### src/rtl/serial_adder_pkg.sv
// -----------------------------------------------------------------------------
// serial_adder_pkg
//   Shared definitions for the bit-serial adder: FSM state encodings and the
//   default operand width.
// -----------------------------------------------------------------------------
package serial_adder_pkg;

   localparam int DEF_WIDTH = 8;

   typedef enum logic [1:0] {
      IDLE = 2'd0,
      RUN  = 2'd1,
      DONE = 2'd2
   } state_t;

endpackage : serial_adder_pkg

### src/rtl/full_adder.sv
// -----------------------------------------------------------------------------
// full_adder
//   Single combinational full-adder cell; the only arithmetic gate in the
//   bit-serial adder.
//   Ports:
//     a, b  : operand bits
//     cin   : carry in
//     s     : sum bit
//     cout  : carry out (majority of a, b, cin)
// -----------------------------------------------------------------------------
module full_adder (
   input  logic a,
   input  logic b,
   input  logic cin,
   output logic s,
   output logic cout
);

   assign s    = a ^ b ^ cin;
   assign cout = (a & b) | (a & cin) | (b & cin);

endmodule : full_adder

### src/rtl/serial_adder.sv
// -----------------------------------------------------------------------------
// serial_adder
//   Bit-serial unsigned adder. Operands are captured on an accepted start and
//   added LSB-first, one bit per clock, through one full_adder cell. After
//   WIDTH RUN cycles the sum and carry-out are registered and done strobes for
//   one cycle.
//   Ports:
//     clk    : system clock, rising edge
//     rst_n  : synchronous active-low reset
//     start  : request to begin an addition (ignored while busy)
//     a, b   : operands, sampled only on the accepting edge
//     busy   : high while the addition is running
//     done   : one-cycle strobe, result valid from this cycle on
//     sum    : a + b mod 2^WIDTH, held until the next completion
//     cout   : carry out of bit WIDTH-1
// -----------------------------------------------------------------------------
module serial_adder
   import serial_adder_pkg::*;
#(
   parameter int WIDTH = DEF_WIDTH
) (
   input  logic             clk,
   input  logic             rst_n,
   input  logic             start,
   input  logic [WIDTH-1:0] a,
   input  logic [WIDTH-1:0] b,
   output logic             busy,
   output logic             done,
   output logic [WIDTH-1:0] sum,
   output logic             cout
);

   localparam int CW = $clog2(WIDTH);

   state_t           state;
   logic [WIDTH-1:0] a_sh;
   logic [WIDTH-1:0] b_sh;
   logic [WIDTH-1:0] acc;
   logic             carry;
   logic [CW-1:0]    cnt;
   logic             fa_s;
   logic             fa_c;

   full_adder u_fa (
      .a    (a_sh[0]),
      .b    (b_sh[0]),
      .cin  (carry),
      .s    (fa_s),
      .cout (fa_c)
   );

   always_ff @(posedge clk) begin
      if (!rst_n) begin
         state <= IDLE;
         a_sh  <= '0;
         b_sh  <= '0;
         acc   <= '0;
         carry <= 1'b0;
         cnt   <= '0;
         sum   <= '0;
         cout  <= 1'b0;
      end else begin
         case (state)
            // The edge closing the DONE cycle also acts as the first IDLE
            // edge, so a held start restarts every WIDTH+1 cycles with busy
            // dropping only for the DONE cycle.
            IDLE, DONE: begin
               if (start) begin
                  a_sh  <= a;
                  b_sh  <= b;
                  carry <= 1'b0;
                  cnt   <= '0;
                  state <= RUN;
               end else begin
                  state <= IDLE;
               end
            end
            RUN: begin
               a_sh  <= a_sh >> 1;
               b_sh  <= b_sh >> 1;
               // Sum bits enter at the MSB so after WIDTH shifts bit 0 of
               // the operands has reached bit 0 of acc.
               acc   <= {fa_s, acc[WIDTH-1:1]};
               carry <= fa_c;
               cnt   <= cnt + 1'b1;
               if (cnt == CW'(WIDTH-1)) begin
                  sum   <= {fa_s, acc[WIDTH-1:1]};
                  cout  <= fa_c;
                  state <= DONE;
               end
            end
            default: state <= IDLE;
         endcase
      end
   end

   assign busy = (state == RUN);
   assign done = (state == DONE);

endmodule : serial_adder
### config.mk
export PLATFORM = sky130hd
export DESIGN_NAME = serial_adder
export DESIGN_NICKNAME = d
export VERILOG_FILES = /design/src/rtl/serial_adder_pkg.sv /design/src/rtl/full_adder.sv /design/src/rtl/serial_adder.sv
export SDC_FILE = /design/constraint.sdc
export NUM_CORES = 1
export LEC_CHECK = 0
export BUFFER_PORTS_ARGS = -buffer_cell sky130_fd_sc_hd__buf_2
export CORE_MARGIN = 4
export CORE_UTILIZATION = 40
export DETAILED_ROUTE_END_ITERATION = 8
export PLACE_DENSITY = 0.66
export SYNTH_ARGS = -nofsm -noshare
export SYNTH_HDL_FRONTEND = slang
export SYNTH_SLANG_ARGS = --single-unit
### constraint.sdc
create_clock -name clk -period 1.7 [get_ports clk]
set_input_delay 0.425 -clock clk [delete_from_list [all_inputs] [get_ports clk]]
set_output_delay 0.425 -clock clk [all_outputs]
set_load 0.01 [all_outputs]
* After elaboration in Yosys (flattened, before gate mapping)
Cells that the tools add are included.
Widths: inputs -> output; s select.
** Storage, ports and cells
- Register bits after elaboration :: 39
- Bits of input ports :: 19
- Output and inout bits :: 11
** Cells by class
- Add/sub/neg operators :: 1
- Equal/unequal tests :: 5
- Muxes and demuxes :: 11
- Bitwise logic cells :: 7
- Reduce and logical (&&, ||, !) cells :: 5
** Operator list (number)
- $pmux 8 s2 :: 2
- $mux 8 :: 2
- $pmux 3 s2 :: 1
- $pmux 2 s2 :: 1
- $reduce_and 2->1 :: 2
- $add 3x1->3 const B :: 1
- $and 1x1->1 :: 3
- $eq 3x3->1 const B :: 1
- $mux 3 :: 1
- $eq 2x1->1 const B :: 1
- $eq 2x2->1 const B :: 1
- $logic_not 2->1 :: 1
- $mux 1 :: 2
- $mux 2 :: 1
- $ne 2x1->1 const B :: 1
- $ne 2x2->1 const B :: 1
- $or 1x1->1 :: 2
- $pmux 1 s2 :: 1
- $reduce_bool 2->1 :: 1
- $reduce_or 2->1 :: 1
- $xor 1x1->1 :: 2

* Longest topological paths before layout
- Depth in word-level cells :: 4
- Mapped depth :: 6
- Gate-level depth less buffers :: 5

* Hierarchy
Synthesis repeated with hierarchy kept, for this count alone.
** Second synthesis, totals
- Cells, all modules :: 188
- Area total of the unflattened synthesis :: 1657.8 um2
** Modules (own cells, without submodules)
- serial_adder :: times used 1, cells each 187, area each 1637.8 um2
- full_adder :: times used 1, cells each 1, area each 20.0 um2

* Least setup slack after synthesis
No wires, ideal clock.
- Path kind :: flip-flop to flip-flop
- Start point :: register cnt[0]
- End point :: register sum[0]
- Setup time :: 0.066 ns
- Arrival :: 1.102 ns
- Path slack :: 0.532 ns
- Cell stages (with the launch flop) :: 6
- Clock period less this slack :: 1.168 ns
- Cells stage by stage :: dfxtp_1 -> ha_1 -> ha_1 -> nand3b_1 -> nand2_1 -> a21boi_2
** Between the ends
- Longest elaborated chain between the ends :: 2
** RTL lines
- start, declared :: line serial_adder.sv:40 : logic [CW-1:0] cnt;
- start signal, assigned :: line serial_adder.sv:85 : cnt <= cnt + 1'b1;
- $eq 3x3->1 :: line serial_adder.sv:86 : if (cnt == CW'(WIDTH-1)) begin
- $reduce_and 2->1 (no line)
- end signal, assigned :: line serial_adder.sv:87 : sum <= {fa_s, acc[WIDTH-1:1]};
- end, declared :: line serial_adder.sv:29 : output logic [WIDTH-1:0] sum,
No other way between the ends.
A chain may end at the register's enable or synchronous reset.

* Worst setup path in the final report
- Start point :: register state[0]
- End point :: output port busy
** Between the ends
- Longest elaborated chain between the ends :: 1
** RTL lines
- start, declared :: line serial_adder.sv:35 : state_t state;
- start signal, assigned :: line serial_adder.sv:54 : state <= IDLE;
- start signal, assigned :: line serial_adder.sv:73 : state <= RUN;
- start signal, assigned :: line serial_adder.sv:75 : state <= IDLE;
- $eq 2x1->1 :: line serial_adder.sv:97 : assign busy = (state == RUN);
- end, declared :: line serial_adder.sv:27 : output logic busy,
No other way between the ends.

==> run metrics <==
overall routing resource usage=0.128; CTS tree=yes; TritonCTS Buffers=5; synthesis warning total=0; status=finished, final reports clean; total number of vias=1267; postcts setup bufs=0; vias in the first global route=1231; # DRC=0; vias per inst=4.76; crit path max fanout=11; reg2reg setup slack=360 ps; FP Rows=23; Slew headroom=0.728; R2R cell count=4; Placed Area=1800 um2; CP top delay family=flip-flops; pin count of the biggest net entering global routing=44; mapped cell area=1660 um2; Post-DRT Antenna Nets=0; Buf/Inv on CP=2; post-route cell area=1920 um2; crit path time final=1540 ps; wire length per cell=11.4 um; Die Width=72.4 um; Layout area overhead=15.6%; peak supply drop=0.000536 V; worst min path class=input port to register; Fin. Hold Viols=0; Setup Skew=4.25 ps; Routed WL=3030 um; max-slew violation count=0; max incr delay on CP=430 ps; actual slew at the worst max-slew pin=407 ps; port bufs=29; final setup violation count=0; Critical Path Source=state[0]; Mapped Nets=210; total clock sinks=38; gr ovfl total=0; P_leak=0.749 nW; min setup slack post-route=159 ps; stages on the worst setup path=3; DP HPWL=1970 um; drt initial violations=67; core area=4000 um2; post-synth cell types=25; layout net count=237; reg-to-reg critical path endpoint=cnt[0]; ANT cells=0; Pre-antenna DRT Iters=4; Initial Util=0.414; Fin Setup TNS=0 ps; I/O pins=30; Worst EP arrival=1120 ps; Worst EP required=1270 ps; crit path to=busy; chip height=72.4 um; Final Core Density=0.479; layout cells sized above 1=0.287; post-route insts no fill=266; placed insts=257; crit path launch type=register; Clock Root Buffer=clkbuf_8; critical hold path startpoint=b[7]; CTS clk-pin slew, worst paths=70 ps; Avg Cell Area, Syn=8.82 um2; max-cap viol count=0; FF-to-FF Start=state[0]; Clk Latency, worst-skew pair=290 ps; Fmax=0.649 GHz; RSZ-0062 raised after global routing=false; Worst setup EP type=primary output; die area=5240 um2; #FFs+latches synth=38; Post-CTS Resized=0; PwrDens=985 nW/um2; sequential element share of the synthesized area=0.459; total power=1.89 mW; Tcrit/Tclk final=0.907; pre-CTS setup slack=349 ps; worst hold margin=361 ps; H-tree depth=2; Placer Congestion=0.718; Setup CP Type=register to primary output; CP cell instances=nand2b_2 -> clkinv_4 -> buf_2; Hold Buf Count CTS=0; initial antenna violation count=0; number of cells produced by synthesis=188; worst-case clock buffer depth=2; first-pass GRT wire length=5370 um; slowest cell on the critical path=dfxtp_1
## synthesized netlist by cell type
cell      number  area share
o21ai_0       15       0.045
buf_4          2      0.0091
nor2_1         1      0.0023
nand3_1        6       0.018
nand3b_1       1      0.0045
ha_1           2       0.015
nand2_1       56        0.13
nand2b_1       2      0.0075
a21boi_2       8       0.054
dfxtp_1       38        0.46
nand3_2        8       0.048
fa_1           1       0.012
clkbuf_1       3      0.0068
nor2b_1        2      0.0075
clkbuf_2       1      0.0030
a31oi_1       14       0.053
o21a_1         1      0.0045
inv_6          1      0.0053
a21boi_0       1      0.0045
buf_6          3       0.020
a21boi_1      12       0.054
buf_8          1      0.0091
buf_2          6       0.018
and2_1         1      0.0038
and3_1         2      0.0075
## power breakdown
group          internal, mW  switching, mW
Sequential            0.933         0.0237
Combinational        0.0756          0.109
Clock                 0.432          0.316
## state kept, by name (all words and copies together) (netlist names)
name	cells
sum	8
acc	7
a_sh	8
cout	1
b_sh	8
state	2
cnt	3
carry	1
## worst min-delay path: cells and delay by family
family                 cells  cell delay (ps)
buffers and inverters      1               90
AO/OA/AOI/OAI              1               50
AND/OR/NAND/NOR            1               40
## layout by cell type, fill, tap and decap left out, types with 2 or more instances in the layout
cell	count
a31oi_1	14
o21ai_0	15
buf_4	6
nand2_1	56
dfxtp_1	38
nor2b_1	2
nand3_2	8
and3_1	2
clkinv_2	3
nand3_1	6
a21boi_2	8
buf_2	29
ha_1	2
clkbuf_8	5
a21boi_1	12
## how the worst min path moves through the flow
stage | endpoint | depth (start not counted)
3_3_place_gp | sum[0] | 2
2_1_floorplan | sum[0] | 2
3_5_place_dp | sum[5] | 2
5_1_grt | b_sh[7] | 3
6_report | b_sh[7] | 3
4_1_cts | b_sh[7] | 3
## per-layer routing
| layer | routed length [um] | global-route usage | up-vias |
|---|---|---|---|
| met3 | 200 | 0.0429 | 8 |
| met5 | 0 | 0 | - |
| li1 | - | - | 691 |
| met4 | 70 | 0.0615 | 0 |
| met1 | 1490 | 0.150 | 537 |
| met2 | 1270 | 0.211 | 31 |
## logic make-up after synthesis
group / synth area share
AOI/OAI and AO/OA: 0.216
and+or+nand+nor: 0.226
adders and majority gates: 0.0272
DFF: 0.459
buffers and inverters: 0.0717
## cell type report
class,count,area [um2]
flip-flops and latches,38,761
well taps,50,62.6
clock buffers,5,68.8
fillers,411,2080
repair buffers,35,190
clock inverters,3,40.0
inverters,1,8.76
multi-input cells,133,781
repair inverters,1,5.00
Power figures use the tool's default switching activity.
